## config.mk

```make
export PLATFORM = sky130hd
export DESIGN_NAME = obi_rr_arbiter
export DESIGN_NICKNAME = d
export VERILOG_FILES = /design/src/rtl/obi_arb_pkg.sv /design/src/rtl/obi_arb_id_fifo.sv /design/src/rtl/obi_rr_arbiter.sv
export SDC_FILE = /design/constraint.sdc
export NUM_CORES = 1
export LEC_CHECK = 0
export CORE_AREA = 4 4 122 124
export CTS_CLUSTER_DIAMETER = 50
export DETAILED_ROUTE_END_ITERATION = 10
export DIE_AREA = 0 0 126 128
export GPL_ROUTABILITY_DRIVEN = 1
export PLACE_DENSITY = 0.62
export SYNTH_ARGS = -nofsm -noshare
export SYNTH_HDL_FRONTEND = slang
export SYNTH_SLANG_ARGS = --single-unit
```

## constraint.sdc

```tcl
create_clock -name clk_i -period 3 [get_ports clk_i]
set_clock_uncertainty 0.15 [all_clocks]
set_input_delay 0.75 -clock clk_i [delete_from_list [all_inputs] [get_ports clk_i]]
set_output_delay 0.75 -clock clk_i [all_outputs]
set_load 0.02 [all_outputs]
```

## src/rtl/obi_arb_pkg.sv

```systemverilog
// Shared types, default parameters and width helpers for the OBI round-robin arbiter.
// Optional build macro OBI_ARB_FIXED_PRIO_EN is consumed by obi_rr_arbiter.
package obi_arb_pkg;

    localparam int unsigned DefaultNumMgr   = 2;
    localparam int unsigned DefaultMaxTrans = 4;

    localparam int unsigned AddrW = 32;
    localparam int unsigned DataW = 32;
    localparam int unsigned BeW   = DataW / 8;

    // Index width for n entries, never below one bit.
    function automatic int unsigned idx_width(input int unsigned n);
        int unsigned w;
        w = $clog2(n);
        return (w < 1) ? 1 : w;
    endfunction

    // Width of a counter that must hold 0..d inclusive.
    function automatic int unsigned cnt_width(input int unsigned d);
        int unsigned w;
        w = $clog2(d + 1);
        return (w < 1) ? 1 : w;
    endfunction

    typedef struct packed {
        logic [AddrW-1:0] addr;
        logic             we;
        logic [BeW-1:0]   be;
        logic [DataW-1:0] wdata;
    } obi_a_t;

    typedef struct packed {
        logic [DataW-1:0] rdata;
        logic             err;
    } obi_r_t;

    typedef struct packed {
        logic   req;
        obi_a_t a;
        logic   rready;
    } obi_arb_req_t;

    typedef struct packed {
        logic   gnt;
        logic   rvalid;
        obi_r_t r;
    } obi_arb_rsp_t;

endpackage

```

## src/rtl/obi_arb_id_fifo.sv

```systemverilog
// In-order FIFO of granted manager indices; head selects the response destination.
module obi_arb_id_fifo
    import obi_arb_pkg::*;
#(
    parameter int unsigned Depth = DefaultMaxTrans,
    parameter int unsigned Width = 1
) (
    input  logic                         clk,
    input  logic                         rst_n,
    input  logic                         push,
    input  logic [Width-1:0]             wdata,
    input  logic                         pop,
    output logic                         full,
    output logic                         empty,
    output logic [Width-1:0]             head,
    output logic [cnt_width(Depth)-1:0]  count
);

    localparam int unsigned PtrW = idx_width(Depth);
    localparam int unsigned CntW = cnt_width(Depth);

    logic [Width-1:0] mem [Depth];
    logic [PtrW-1:0]  wr_ptr_q;
    logic [PtrW-1:0]  rd_ptr_q;
    logic [CntW-1:0]  cnt_q;
    logic             do_push;
    logic             do_pop;

    assign full    = (cnt_q == CntW'(Depth));
    assign empty   = (cnt_q == '0);
    assign count   = cnt_q;
    assign head    = mem[rd_ptr_q];
    assign do_push = push & ~full;
    assign do_pop  = pop & ~empty;

    function automatic logic [PtrW-1:0] ptr_inc(input logic [PtrW-1:0] p);
        return (p == PtrW'(Depth - 1)) ? '0 : p + PtrW'(1);
    endfunction

    // Storage carries no reset; only pointers and count define validity.
    always_ff @(posedge clk) begin
        if (do_push) begin
            mem[wr_ptr_q] <= wdata;
        end
    end

    always_ff @(posedge clk or negedge rst_n) begin
        if (!rst_n) begin
            wr_ptr_q <= '0;
            rd_ptr_q <= '0;
            cnt_q    <= '0;
        end else begin
            if (do_push) begin
                wr_ptr_q <= ptr_inc(wr_ptr_q);
            end
            if (do_pop) begin
                rd_ptr_q <= ptr_inc(rd_ptr_q);
            end
            case ({do_push, do_pop})
                2'b10:   cnt_q <= cnt_q + CntW'(1);
                2'b01:   cnt_q <= cnt_q - CntW'(1);
                default: cnt_q <= cnt_q;
            endcase
        end
    end

endmodule

```

## src/rtl/obi_rr_arbiter.sv

```systemverilog
// Shares one OBI subordinate among NumMgr managers with round-robin address arbitration.
// Define OBI_ARB_FIXED_PRIO_EN for fixed lowest-index-first priority instead.
module obi_rr_arbiter
    import obi_arb_pkg::*;
#(
    parameter int unsigned NumMgr   = DefaultNumMgr,
    parameter int unsigned MaxTrans = DefaultMaxTrans,
    parameter type         obi_req_t = obi_arb_req_t,
    parameter type         obi_rsp_t = obi_arb_rsp_t
) (
    input  logic     clk_i,
    input  logic     rst_ni,
    input  obi_req_t sbr_ports_req_i [NumMgr],
    output obi_rsp_t sbr_ports_rsp_o [NumMgr],
    output obi_req_t mgr_port_req_o,
    input  obi_rsp_t mgr_port_rsp_i,
    output logic     busy_o
);

    localparam int unsigned IdxW = idx_width(NumMgr);
    localparam int unsigned CntW = cnt_width(MaxTrans);

    logic [IdxW-1:0] sel_q;
    logic            lock_q;
    logic [IdxW-1:0] arb_winner;
    logic [IdxW-1:0] winner;
    logic [IdxW-1:0] winner_inc;
    logic            mgr_req;
    logic            handshake;
    logic            fifo_pop;
    logic            fifo_full;
    logic            fifo_empty;
    logic [IdxW-1:0] fifo_head;
    logic [CntW-1:0] fifo_count;

`ifdef OBI_ARB_FIXED_PRIO_EN
    // Lowest requesting index wins.
    always_comb begin
        arb_winner = '0;
        for (int i = NumMgr - 1; i >= 0; i--) begin
            if (sbr_ports_req_i[i].req) begin
                arb_winner = IdxW'(i);
            end
        end
    end
`else
    logic [IdxW-1:0] rr_ptr_q;
    int unsigned     cand;
    logic            found;

    // First requester at or after rr_ptr_q, wrapping past NumMgr-1.
    always_comb begin
        arb_winner = rr_ptr_q;
        found      = 1'b0;
        cand       = 0;
        for (int unsigned i = 0; i < NumMgr; i++) begin
            cand = 32'(rr_ptr_q) + i;
            if (cand >= NumMgr) begin
                cand = cand - NumMgr;
            end
            if (!found && sbr_ports_req_i[cand].req) begin
                arb_winner = IdxW'(cand);
                found      = 1'b1;
            end
        end
    end

    always_ff @(posedge clk_i or negedge rst_ni) begin
        if (!rst_ni) begin
            rr_ptr_q <= '0;
        end else if (handshake) begin
            rr_ptr_q <= winner_inc;
        end
    end
`endif

    assign winner     = lock_q ? sel_q : arb_winner;
    assign winner_inc = (winner == IdxW'(NumMgr - 1)) ? '0 : winner + IdxW'(1);
    assign mgr_req    = sbr_ports_req_i[winner].req & ~fifo_full;
    assign handshake  = mgr_req & mgr_port_rsp_i.gnt;
    assign fifo_pop   = mgr_port_rsp_i.rvalid & mgr_port_req_o.rready & ~fifo_empty;
    assign busy_o     = (fifo_count != '0);

    // Hold the selection while a forwarded request waits for its grant.
    always_ff @(posedge clk_i or negedge rst_ni) begin
        if (!rst_ni) begin
            lock_q <= 1'b0;
            sel_q  <= '0;
        end else if (handshake) begin
            lock_q <= 1'b0;
        end else if (mgr_req) begin
            lock_q <= 1'b1;
            sel_q  <= winner;
        end
    end

    always_comb begin
        mgr_port_req_o        = sbr_ports_req_i[winner];
        mgr_port_req_o.req    = mgr_req;
        mgr_port_req_o.rready = sbr_ports_req_i[fifo_head].rready;
    end

    // Grant goes to the winner only; rvalid only to the oldest outstanding owner.
    always_comb begin
        for (int unsigned i = 0; i < NumMgr; i++) begin
            sbr_ports_rsp_o[i]        = '0;
            sbr_ports_rsp_o[i].r      = mgr_port_rsp_i.r;
            sbr_ports_rsp_o[i].gnt    = (IdxW'(i) == winner) & handshake;
            sbr_ports_rsp_o[i].rvalid = (IdxW'(i) == fifo_head) & ~fifo_empty
                                        & mgr_port_rsp_i.rvalid;
        end
    end

    obi_arb_id_fifo #(
        .Depth (MaxTrans),
        .Width (IdxW)
    ) u_id_fifo (
        .clk   (clk_i),
        .rst_n (rst_ni),
        .push  (handshake),
        .wdata (winner),
        .pop   (fifo_pop),
        .full  (fifo_full),
        .empty (fifo_empty),
        .head  (fifo_head),
        .count (fifo_count)
    );

endmodule

```

### Yosys cells after proc, flatten, opt, wreduce, memory -nomap -nowiden

Memory sizes are Yosys's and may differ from the RTL's.
Cells that the tools add are included.

* bits in registers: 10
* bits in latches: 0
* memory bits (writable): 4
* bits in read-only memories: 0
* word-level logic and storage cells: 80
* memories: 1

* $add $sub $neg: 8
* $mul: 0
* div/mod/pow operators: 0
* $lt $le $gt $ge: 6
* equality and inequality tests: 5
* shifts and indexed selects: 0
* mux-type cells: 26
* bitwise logic cells: 21
* reductions and logical operators: 7

Memories
* u_id_fifo.mem: depth 4, bits a word 1, rd ports 1, clocked after Yosys merged registers in 0, write ports 1, RTL line obi_arb_id_fifo.sv:22 `logic [Width-1:0] mem [Depth];`

Operator list (number)
* 71-bit two-way mux: 9
* 33-bit by 2-bit >= comparator with 1-bit output, second input constant: 2
* 32-bit inverter with 33-bit output: 2
* 32-bit two-way mux: 2
* 1-bit AND: 12
* 1-bit two-way mux: 12
* 2-bit == test, second input constant: 3
* 2-bit >= comparator, second input constant: 3
* 3-bit case mux with 2 select lines: 1
* 1-bit inverter: 5
* 2-bit by 1-bit adder with 2-bit output, second input constant: 2
* 2-bit two-way mux: 2
* 1-bit inverter with 2-bit output: 2
* 2-bit nonzero test: 2
* 3-bit by 1-bit adder with 3-bit output, second input constant: 1
* 3-bit == test, second input constant: 1
* 3-bit logical NOT: 1
* 3-bit nonzero test: 1
* 1-bit by 2-bit subtractor with 3-bit output, second input constant: 1
* 2-bit by 2-bit subtractor with 3-bit output, second input constant: 1
* 3-bit by 1-bit subtractor with 3-bit output, second input constant: 1
* 1-bit by 1-bit adder with 2-bit output, second input constant: 1
* 2-bit by 1-bit == test with 1-bit output, second input constant: 1
* 1-bit by 2-bit >= comparator with 1-bit output, second input constant: 1
* other kinds (4): 4

### Depth between registers and ports, before layout

* word-level depth: 20
* mapped depth: 6
* depth with buffers taken out: 6

### By module

Synthesis repeated with hierarchy kept, for this count alone.

* cells, all modules: 215
* area, all modules: 2438.6 um^2

By module, submodules not included
* obi_rr_arbiter: times used 1, cells an instance 170, area each 1809.2 um^2, sequential area each 75.1 um^2
* obi_arb_id_fifo: times used 1, cells an instance 45, area each 629.4 um^2, sequential area each 295.3 um^2

### Least setup slack after synthesis

OpenSTA, ideal clock, no wires.

* path type: input to output
* from: input port sbr_ports_req_i[141] (netlist name)
* to: output port mgr_port_req_o[19] (netlist name)
* arrival: 2049 ps
* data required time: 2100 ps
* path slack: 51 ps
* cell stages on the path: 6
* cell sequence: inv_1 maj3_1 mux2i_1 inv_2 buf_1 mux2_2

RTL lines
* start: declaration: RTL line obi_rr_arbiter.sv:13 `input obi_req_t sbr_ports_req_i [NumMgr],`
* end: declaration: RTL line obi_rr_arbiter.sv:15 `output obi_req_t mgr_port_req_o,`

==> flow_summary.json <==
{
  "portBuffers": 221,
  "slowest_stage": "maj3_2",
  "die_area_mm2": 0.0161,
  "drcViolationCount": 0,
  "nets": 577,
  "placedCellCount": 553,
  "async_flop_share": 0.714,
  "grt_pass1_wl_um": 15100,
  "dr.first_iter.drc_count": 35,
  "rsz0062_at_grt": "yes",
  "grt_pass1_vias": 2523,
  "design.core.area_mm2": 0.0138,
  "synth_top_area_share": 0.380,
  "via_per_inst": 3.88,
  "fin_cells": 571,
  "cts_max_path_buffers": 2,
  "dp_hpwl_um": 8600,
  "detail-route-antenna-nets": 0,
  "finalHoldViolations": 0,
  "syn_avg_cell_area_um2": 9.89,
  "slowest_delay_ps": 320,
  "critPathTopFamily": "buffers and inverters",
  "first_pass_iters": 3,
  "crit_path_frequent_cell": "buf_6",
  "rows": 43,
  "seq_area_frac_synth": 0.173,
  "fin_area_mm2": 0.00431,
  "ios": 321,
  "setup_viol": 70,
  "clockRootBuffer": "clkbuf_16",
  "setup_slack_ps": -154,
  "critPathCaptureType": "output pin",
  "antenna_found_initial": 0,
  "internal-power_uw": 2150,
  "die_y_um": 128,
  "ys_types": 32,
  "grt_overflow": 0,
  "synth_most_common_cell": "mux2_2",
  "hold_ws_ps": 362,
  "placed_cell_area_mm2": 0.00415,
  "start_util": 0.155,
  "max_freq_ghz": 0.317,
  "post-route-util": 0.313,
  "leakage_uw": 0.00179,
  "drive_gt1_frac": 0.465,
  "yosys.area.top_type": "mux2_2",
  "cap_violations": 0,
  "totalPowerFinal_uw": 3760,
  "syn_to_final_growth_pct": 102,
  "drv_slew": 0,
  "tightest_slew_ps": 485,
  "outcome": "finished with violations",
  "num_antenna_cells": 0,
  "post_drt_wl_per_cell_um": 18.4,
  "num_vias": 2213,
  "share_comb_of_total_power": 0.831,
  "critPathArrivalTime_ps": 2250,
  "cellPowerDensity_mw_per_mm2": 872,
  "fp.dieW_um": 126,
  "syn-cell-area_mm2": 0.00214,
  "numCtsBuffers": 3,
  "yosys_warnings": 0,
  "vdd_drop_max_uv": 435,
  "path_clk_slew_ps": 40,
  "htree_levels": 1,
  "ys_seq_elements": 14,
  "fin_crit_ps": 3150,
  "violations": "setup timing",
  "startpoint_type": "input pin",
  "ys_top_cells_by_count": "mux2_2, buf_4, dfrtp_1",
  "synth_edf_count": 4,
  "routabilityCongestion": 0.850,
  "synth_nets": 401,
  "netlist_instances": 216,
  "track_usage": 0.121,
  "power.switching_uw": 1600,
  "hp-class": "flip-flop to flip-flop",
  "required_ps": 2100,
  "period_share": 1.05,
  "cp_cell_sequence": "buf_6 -> inv_2 -> maj3_2 -> mux2i_4 -> clkinv_4 -> buf_12 -> buf_6 -> mux2_4 -> buf_6",
  "worst-path-max-fanout": 5,
  "synth-main-ff-cell": "dfrtp_1",
  "synth.area.top_cells": "mux2_2, buf_4, dfrtp_1, edfxtp_1, ha_1",
  "tritoncts": "done",
  "wirelength_um": 10500,
  "max_slew_margin": 0.676,
  "clock_latency_ps": 240,
  "p_sw_frac": 0.427,
  "clock_power_share": 0.067,
  "cts.sinks": 14,
  "grt_max_degree": 21,
  "critPathKind": "input pin to output pin",
  "critPathBufInv": 6,
  "p_seq_frac": 0.102
}
==> cell families after synthesis <==
group                    Yosys count  share of synthesized area
XOR/XNOR                           2                    0.00820
AO/OA/AOI/OAI                     13                     0.0416
adder cells (fa/ha/maj)            7                     0.0434
multiplexers                      77                      0.417
buffers and inverters             81                      0.260
AND/OR/NAND/NOR                   22                     0.0562
flip-flops                        14                      0.173
==> cell usage in the layout, fill, tap and decap left out, types with 2 or more instances in the layout <==
master,instances
inv_1,4
dfrtp_1,10
buf_2,36
ha_1,5
nor2_4,2
buf_12,4
a211o_1,2
a211oi_1,2
nand2_1,3
nor2_1,5
and2_1,5
buf_6,37
edfxtp_1,4
mux2i_4,2
or3_1,2
mux2_2,68
mux2_4,5
clkbuf_16,4
clkdlybuf4s50_1,147
o21ai_0,3
xnor2_1,2
o311ai_1,2
buf_4,19
==> worst paths after layout <==
path                                       startpoint            endpoint  slack [ps]  depth (start not counted)
worst max-delay path             sbr_ports_req_i[141]  mgr_port_req_o[31]        -150                          9
worst min-delay path                         rr_ptr_q            rr_ptr_q         360                          2
worst max register to register  u_id_fifo.rd_ptr_q[0]  u_id_fifo.count[2]         470                          7
worst min register to register               rr_ptr_q            rr_ptr_q         360                          2
max in group asynchronous                      rst_ni            rr_ptr_q        1690                          1
min in group asynchronous                      rst_ni  u_id_fifo.count[2]         690                          1
==> tightest hold or removal path, delay by kind of cell (launching register included) <==
family           cells  cell delay [ps]
AO/OA/AOI/OAI        1               60
AND/OR/NAND/NOR      1               50
flip-flops           1              360
==> timing repair <==
item / CTS / global route
hold buffers: 0 / 0
gates resized for setup: 282 / 102
buffers inserted: 8 / 5
gates cloned: 4 / 1
endpoints found under the setup margin: 73 / 72
pin swaps: 2 / 2
==> per-layer routing <==
| layer | GRT usage | wire [um] | vias to the layer above | share of wire |
|---|---|---|---|---|
| met5 | 0 | 0 | - | 0 |
| met4 | 0.0114 | 38 | 0 | 0.0036 |
| met3 | 0.0638 | 1160 | 3 | 0.11 |
| met2 | 0.200 | 4990 | 155 | 0.48 |
| met1 | 0.145 | 4310 | 1017 | 0.41 |
| li1 | - | - | 1038 | - |
==> sequential cells by signal, indices dropped and copies added, names as in the netlist <==
name	count
u_id_fifo.rd_ptr_q	2
u_id_fifo.mem	4
lock_q	1
sel_q	1
rr_ptr_q	1
u_id_fifo.wr_ptr_q	2
u_id_fifo.count	3
==> per-stage QoR <==
| step | setup WS, ps | setup TNS, ps |
|---|---|---|
| CTS | -231 | -5490 |
| floorplan | 50.7 | 0 |
| global route | -218 | -9080 |
| global placement | -953 | -63960 |
| finish | -154 | -4690 |
| detailed placement | -945 | -63870 |
==> layout make-up <==
type / instances / area (um^2)
clock inverters: 1 / 3.75
fillers: 1475 / 9460
multi-input cells: 121 / 1250
clock buffers: 3 / 75.1
inverters: 6 / 27.5
well taps: 180 / 225
flip-flops and latches: 14 / 370
repair buffers: 246 / 2360
==> power groups by stage <==
stage	clock (uW)	combinational, uW	sequential (uW)
2_1_floorplan	0	1710	356
3_3_place_gp	0	2820	371
3_5_place_dp	0	2840	380
4_1_cts	262	3070	385
5_1_grt	267	3330	397
6_report	252	3120	383
Power figures use the tool's default switching activity.
